### src/rtl/ps2_key_decoder.sv
// ps2_key_decoder: turns a PS/2 set-2 scancode byte stream into compact game
// key make/break events. Events are queued in a small show-ahead FIFO with a
// valid/ready handshake.
// Optional build macro: KEY_REPEAT_FILTER_EN (drops typematic repeat makes).
module ps2_key_decoder #(
  parameter int FIFO_DEPTH = 4,
  parameter int PTR_W      = 2
) (
  input  logic       clk,
  input  logic       rst,
  input  logic [7:0] byte_in,
  input  logic       byte_valid,
  input  logic       byte_err,
  output logic       evt_valid,
  input  logic       evt_ready,
  output logic [4:0] evt_key,
  output logic       evt_break,
  output logic       overflow
);

  typedef enum logic [2:0] {
    S_IDLE,
    S_EXT,
    S_BRK,
    S_EXT_BRK,
    S_SKIP
  } state_t;

  typedef struct packed {
    logic       brk;
    logic [4:0] key;
  } evt_t;

  // Returns {hit, key_id}. Only the arrow keys live in the extended space; the
  // same codes without E0 are keypad keys and stay unmapped.
  function automatic logic [5:0] key_lookup(input logic ext, input logic [7:0] code);
    logic [5:0] r;
    r = '0;
    if (ext) begin
      case (code)
        8'h75:   r = {1'b1, 5'd20};
        8'h72:   r = {1'b1, 5'd21};
        8'h6B:   r = {1'b1, 5'd22};
        8'h74:   r = {1'b1, 5'd23};
        default: r = '0;
      endcase
    end else begin
      case (code)
        8'h45:   r = {1'b1, 5'd0};
        8'h16:   r = {1'b1, 5'd1};
        8'h1E:   r = {1'b1, 5'd2};
        8'h26:   r = {1'b1, 5'd3};
        8'h25:   r = {1'b1, 5'd4};
        8'h2E:   r = {1'b1, 5'd5};
        8'h36:   r = {1'b1, 5'd6};
        8'h3D:   r = {1'b1, 5'd7};
        8'h3E:   r = {1'b1, 5'd8};
        8'h46:   r = {1'b1, 5'd9};
        8'h1C:   r = {1'b1, 5'd10};
        8'h32:   r = {1'b1, 5'd11};
        8'h21:   r = {1'b1, 5'd12};
        8'h23:   r = {1'b1, 5'd13};
        8'h24:   r = {1'b1, 5'd14};
        8'h2B:   r = {1'b1, 5'd15};
        8'h34:   r = {1'b1, 5'd16};
        8'h33:   r = {1'b1, 5'd17};
        8'h43:   r = {1'b1, 5'd18};
        8'h3B:   r = {1'b1, 5'd19};
        8'h5A:   r = {1'b1, 5'd24};
        8'h76:   r = {1'b1, 5'd25};
        8'h66:   r = {1'b1, 5'd26};
        default: r = '0;
      endcase
    end
    return r;
  endfunction

  state_t     state, state_n;
  logic [2:0] skip_cnt, skip_n;
  logic       dec_en, dec_ext, dec_brk;
  logic [5:0] lookup;
  logic       hit, push, pop, wr_en, full, empty;
  evt_t       new_evt, head;

  evt_t             mem [FIFO_DEPTH];
  logic [PTR_W-1:0] wr_ptr, rd_ptr;
  logic [PTR_W:0]   count;

  // Prefix state and pause-skip counter registers.
  always_ff @(posedge clk) begin
    // NOTE: sequential state uses non-blocking assignments so every register
    // samples pre-edge values regardless of statement order.
    if (rst) begin
      state    <= S_IDLE;
      skip_cnt <= '0;
    end else begin
      state    <= state_n;
      skip_cnt <= skip_n;
    end
  end

  // Prefix decoding: next state and the decode strobe for a completed code.
  always_comb begin
    // NOTE: every output gets a default first so no path infers a latch.
    state_n = state;
    skip_n  = skip_cnt;
    dec_en  = 1'b0;
    dec_ext = 1'b0;
    dec_brk = 1'b0;
    if (byte_err) begin
      state_n = S_IDLE;
      skip_n  = '0;
    end else if (byte_valid) begin
      case (state)
        S_IDLE: begin
          case (byte_in)
            8'hE0: state_n = S_EXT;
            8'hF0: state_n = S_BRK;
            8'hE1: begin
              state_n = S_SKIP;
              skip_n  = 3'd7;
            end
            8'h00, 8'hAA, 8'hEE, 8'hFA, 8'hFE, 8'hFF: state_n = S_IDLE;
            default: dec_en = 1'b1;
          endcase
        end
        S_EXT: begin
          case (byte_in)
            8'hF0:        state_n = S_EXT_BRK;
            8'hE0, 8'hE1: state_n = S_IDLE;
            default: begin
              dec_en  = 1'b1;
              dec_ext = 1'b1;
              state_n = S_IDLE;
            end
          endcase
        end
        S_BRK: begin
          dec_en  = 1'b1;
          dec_brk = 1'b1;
          state_n = S_IDLE;
        end
        S_EXT_BRK: begin
          dec_en  = 1'b1;
          dec_ext = 1'b1;
          dec_brk = 1'b1;
          state_n = S_IDLE;
        end
        S_SKIP: begin
          if (skip_cnt <= 3'd1) begin
            skip_n  = '0;
            state_n = S_IDLE;
          end else begin
            skip_n = skip_cnt - 3'd1;
          end
        end
        default: state_n = S_IDLE;
      endcase
    end
  end

  assign lookup  = key_lookup(dec_ext, byte_in);
  assign hit     = dec_en & lookup[5];
  assign new_evt = '{brk: dec_brk, key: lookup[4:0]};

`ifdef KEY_REPEAT_FILTER_EN
  logic [26:0] held;

  assign push = hit & (dec_brk | ~held[new_evt.key]);

  // Held-key map: set on make, cleared on the matching break.
  always_ff @(posedge clk) begin
    if (rst) begin
      held <= '0;
    end else if (hit) begin
      held[new_evt.key] <= ~dec_brk;
    end
  end
`else
  assign push = hit;
`endif

  assign empty = (count == '0);
  assign full  = (count == (PTR_W+1)'(FIFO_DEPTH));
  assign pop   = evt_valid & evt_ready;
  assign wr_en = push & (~full | pop);

  // FIFO pointers, occupancy and sticky overflow flag.
  always_ff @(posedge clk) begin
    if (rst) begin
      wr_ptr   <= '0;
      rd_ptr   <= '0;
      count    <= '0;
      overflow <= 1'b0;
    end else begin
      if (wr_en) wr_ptr <= wr_ptr + 1'b1;
      if (pop)   rd_ptr <= rd_ptr + 1'b1;
      case ({wr_en, pop})
        2'b10:   count <= count + 1'b1;
        2'b01:   count <= count - 1'b1;
        default: count <= count;
      endcase
      if (push && !wr_en) overflow <= 1'b1;
    end
  end

  // FIFO storage write.
  always_ff @(posedge clk) begin
    // NOTE: storage is deliberately not reset; the pointers and count define
    // which entries are live, and empty-state outputs are forced to zero.
    if (wr_en) mem[wr_ptr] <= new_evt;
  end

  assign head      = mem[rd_ptr];
  assign evt_valid = ~empty;
  assign evt_key   = evt_valid ? head.key : 5'd0;
  assign evt_break = evt_valid ? head.brk : 1'b0;

endmodule
### config.mk
export PLATFORM = sky130hd
export DESIGN_NAME = ps2_key_decoder
export DESIGN_NICKNAME = d
export VERILOG_FILES = /design/src/rtl/ps2_key_decoder.sv
export SDC_FILE = /design/constraint.sdc
export NUM_CORES = 1
export LEC_CHECK = 0
export ABC_AREA = 1
export BUFFER_PORTS_ARGS = -buffer_cell sky130_fd_sc_hd__buf_2
export CAP_MARGIN = 15
export CORE_MARGIN = 2
export CORE_UTILIZATION = 60
export DETAILED_ROUTE_END_ITERATION = 6
export PLACE_DENSITY = 0.8
export SLEW_MARGIN = 20
export SYNTH_ARGS = -nofsm -noshare
export SYNTH_HDL_FRONTEND = slang
export SYNTH_SLANG_ARGS = --single-unit
### constraint.sdc
create_clock -name clk -period 3.6 [get_ports clk]
set_clock_uncertainty 0.15 [all_clocks]
set_input_delay 0 -clock clk [delete_from_list [all_inputs] [get_ports clk]]
set_output_delay 0 -clock clk [all_outputs]
set_load 0.03 [all_outputs]
==> results.md <==
- Type of the setup path with the least slack: flip-flop to flip-flop
- Synthesized netlist cell count: 347
- Die Width: 67.51 um
- Number of hold buffers added after CTS: 2
- CORE AREA: 0.003943 mm^2
- Antenna violations before repair: 0
- Number of storage elements in the synthesis netlist: 40
- GR Util All Layers: 23.05%
- Leading cell types in the layout, fill and taps excluded: sky130_fd_sc_hd__nor2_1 (86), sky130_fd_sc_hd__nand2_1 (77), sky130_fd_sc_hd__inv_1 (40)
- Min-Delay Startpoint: evt_ready
- Part of the cycle the worst path needs: 68.00%
- Startpoint of the lowest-slack register-to-register path: state[2]$_SDFFE_PP0P_
- Number of fill cells in the layout: 344
- CTS clock-pin slew for the worst setup and hold paths: 0.07 ns
- H-tree levels: 2
- Unrepaired setup endpoints after global routing: false
- Total of endpoints with negative setup slack in the final report: 0
- Class of the worst hold path: input pin to flip-flop
- Post-placement cell area: 0.002575 mm^2
- CTS tree: built
- Wire length of the first global-routing pass: 7.872 mm
- Internal Pwr Total: 810.0 uW
- Total buffers and inverters traversed by the critical path: 3
- Fraction of power spent switching nets: 34.26%
- Count of final hold-check violations: 0
- Worst rel slew slack: 61.16%
- I/O pin count: 21
- DIE AREA: 0.004557 mm^2
- Final Max Slew Viols: 0
- Slowest cell on the critical path: sky130_fd_sc_hd__fa_1
- Cell Area, Synth: 0.002420 mm^2
- TritonCTS Buffers: 5
- Main area contributors after synthesis: sky130_fd_sc_hd__edfxtp_1 (30%), sky130_fd_sc_hd__nor2_1 (13%), sky130_fd_sc_hd__dfxtp_1 (13%)
- Critical Path Sink Type: flip-flop
- Average wire per standard cell: 11.51 um
- Sequential cell area fraction in the yosys report: 43.02%
- Overflow after GRT: 0
- Yosys cell types: 25
- Largest net degree at the start of global routing: 14
- R2R Path End: count[2]$_SDFFE_PP0P_
- Half-perimeter wire length after detailed placement: 3.915 mm
- Number of global-route vias before repair: 1,915
- Initial Utilization: 61.38%
- Routed Antenna Nets: 0
- Critical Path, Cell by Cell: inv_1 > nand2_1 > a31oi_1 > nand2_1 > nor2_1 > nor2_1 > nor2_2 > nand2_2 > nand2_2 > inv_1 > fa_1 > inv_1 > nand2_1 > a21oi_1 > nor2_1
- Fmax achieved: 0.4085 GHz
- Number of buffers added for setup after CTS: 0
- Final GP Congestion: 0.9069
- Logic gate share of total power: 27.6%
- Vias after detailed routing: 2,206
- Transition at the pin with the smallest max-transition slack: 0.5777 ns
- Final std cell area, no fill: 0.002705 mm^2
- Data arrival time of the critical path: 2.48 ns
- Buffers from clock root to sink, at most: 2
- Area fraction of the dominant cell type after synthesis: 29.78%
- Cell type group with the largest total delay on the critical path: simple AND/OR/NAND/NOR gates
- Sum Neg Setup Slack: 0 ns
- Largest area contributor in the netlist: sky130_fd_sc_hd__edfxtp_1
- Fraction of power consumed by sequential logic: 43.9%
- Layout overhead on the synthesized area: 11.79%
- Clock power frac: 28.5%
- Number of nets at the end of the flow: 393
- Count of standard-cell rows: 23
- Shortest clock period the worst path allows after layout: 2.448 ns
- Count of inserted antenna diode cells: 0
- Static leakage: 1.233 nW
- Crit path required time: 3.64 ns
- Final Hold Slack: 0.03726 ns
- Post-detailed-route DRC marker count: 0
- Synthesis warning total: 0
- Delay of the slowest critical-path stage: 0.38 ns
- Pwr dens: 455.5 mW/mm^2
- Multi-input gate area: 0.001206 mm^2
- DRT iter0 DRCs: 161
- Max cap viols: 0
- Clock sink count: 40
- Post-synth net total: 366
- Switching power: 422.2 uW
- Detailed-router iteration count before antenna repair: 4
- Depth of the worst hold-timing path: 4
- Via density per instance: 5.191
- Clk root buf: sky130_fd_sc_hd__clkbuf_8
- Commonest non-fill, non-tap cell in the layout: sky130_fd_sc_hd__nor2_1
- Crit path max fanout: 7
- Slack of the worst reg-to-reg path: 1.15 ns
- Worst setup startpoint: state[2]$_SDFFE_PP0P_
- Highest ir drop seen on vdd: 287.1 uV
- Status: complete, no violations
- Power, Total: 1.232 mW
- Cts repair resizes: 0
- Die Y: 67.51 um
- Worst setup SP type: flip-flop
- Input/output buffers: 20
- Mapped Avg Cell Area: 6.974 um^2
- Latest clock arrival within the worst-skew pair: 0.29 ns
- FF+latch area: 0.001041 mm^2
- Worst Reg-to-Reg Cells: 15
- Total Wirelength: 4.890 mm
- Ratio of cells with drive above 1 in the final layout: 11.47%
-- power groups by stage --
stage | Combinational [mW] | Clock, mW | Sequential, mW
2_1_floorplan | 0.263 | 0 | 0.534
3_3_place_gp | 0.333 | 0 | 0.549
3_5_place_dp | 0.338 | 0 | 0.551
4_1_cts | 0.343 | 0.361 | 0.541
5_1_grt | 0.382 | 0.378 | 0.545
6_report | 0.340 | 0.352 | 0.541
-- cells in the mapped netlist --
cell                         n
sky130_fd_sc_hd__fa_1        1
sky130_fd_sc_hd__edfxtp_1   24
sky130_fd_sc_hd__nand4_1     3
sky130_fd_sc_hd__inv_1      40
sky130_fd_sc_hd__ha_1        5
sky130_fd_sc_hd__nand2_2     5
sky130_fd_sc_hd__a31oi_1     3
sky130_fd_sc_hd__nand3_2     1
sky130_fd_sc_hd__nor4_1      1
sky130_fd_sc_hd__nor3_1      5
sky130_fd_sc_hd__a21oi_1    17
sky130_fd_sc_hd__nor3b_1     2
sky130_fd_sc_hd__o31ai_1     1
sky130_fd_sc_hd__nand3_1    15
sky130_fd_sc_hd__inv_2       4
sky130_fd_sc_hd__o2111ai_1   1
sky130_fd_sc_hd__o21ai_0    30
sky130_fd_sc_hd__dfxtp_1    16
sky130_fd_sc_hd__clkbuf_1    2
sky130_fd_sc_hd__nand2_1    77
sky130_fd_sc_hd__nor2_1     86
sky130_fd_sc_hd__nor2_4      1
sky130_fd_sc_hd__a2111oi_0   1
sky130_fd_sc_hd__nor2_2      4
sky130_fd_sc_hd__a211oi_1    2
-- worst reg2reg max path, cell delays in order, from the launching register on --
cell and delay, ns:
sky130_fd_sc_hd__dfxtp_1 0.35, sky130_fd_sc_hd__inv_1 0.16, sky130_fd_sc_hd__nand2_1 0.09, sky130_fd_sc_hd__a31oi_1 0.23
sky130_fd_sc_hd__nand2_1 0.08, sky130_fd_sc_hd__nor2_1 0.13, sky130_fd_sc_hd__nor2_1 0.06, sky130_fd_sc_hd__nor2_2 0.15
sky130_fd_sc_hd__nand2_2 0.08, sky130_fd_sc_hd__nand2_2 0.09, sky130_fd_sc_hd__inv_1 0.06, sky130_fd_sc_hd__fa_1 0.38
sky130_fd_sc_hd__inv_1 0.07, sky130_fd_sc_hd__nand2_1 0.07, sky130_fd_sc_hd__a21oi_1 0.15, sky130_fd_sc_hd__nor2_1 0.06
-- final cells by class --
| type | count | share of cell area, % |
|---|---|---|
| clock buffer | 5 | 2.544 |
| clock inverter | 3 | 1.526 |
| inverter | 44 | 6.105 |
| tap | 50 | 2.313 |
| timing repair buffer | 22 | 4.440 |
| sequential | 40 | 38.48 |
| multi-input combinational | 261 | 44.59 |
-- kinds of logic (layout without fill, tap and decap cells) --
logic type / count (synthesis) / after routing / synth area share (%)
buffers and inverters: 46 / 74 / 7.135
AND/OR/NAND/NOR: 200 / 200 / 34.28
AO/OA/AOI/OAI: 55 / 55 / 12.15
flip-flops: 40 / 40 / 43.02
adder cells (fa/ha/maj): 6 / 6 / 3.413
-- metal layers --
metal  vias to the layer above  track usage [%]  share of wire, %
li1                       1181                -                 -
met1                       965            26.83                44
met2                        52            42.40                51
met3                         8            3.667               3.6
met4                         0            8.163               1.2
met5                         -                0                 0
-- worst max path at each step --
stage | to | depth (start not counted)
after CTS | count[2]$_SDFFE_PP0P_ | 15
after global routing | count[2]$_SDFFE_PP0P_ | 15
after global placement | count[2]$_SDFFE_PP0P_ | 15
after detailed placement | count[2]$_SDFFE_PP0P_ | 15
final | count[2]$_SDFFE_PP0P_ | 15
after floorplan | count[2]$_SDFFE_PP0P_ | 15
-- registers in the layout, summed over array words and instances (netlist names), named ones only --
signal	count
skip_cnt	3
mem	24
overflow	1
wr_ptr	2
count	3
state	3
rd_ptr	2
-- per-stage QoR --
step           std cells  setup WS [ns]  utilization, %
6_report             425          1.152           68.61
4_1_cts              425          1.154           68.61
3_3_place_gp         415          1.259           65.31
5_1_grt              425         0.8544           68.61
2_1_floorplan        347          1.365               -
3_5_place_dp         415          1.192           65.31
Note: power is estimated with default switching activity, not from simulation.
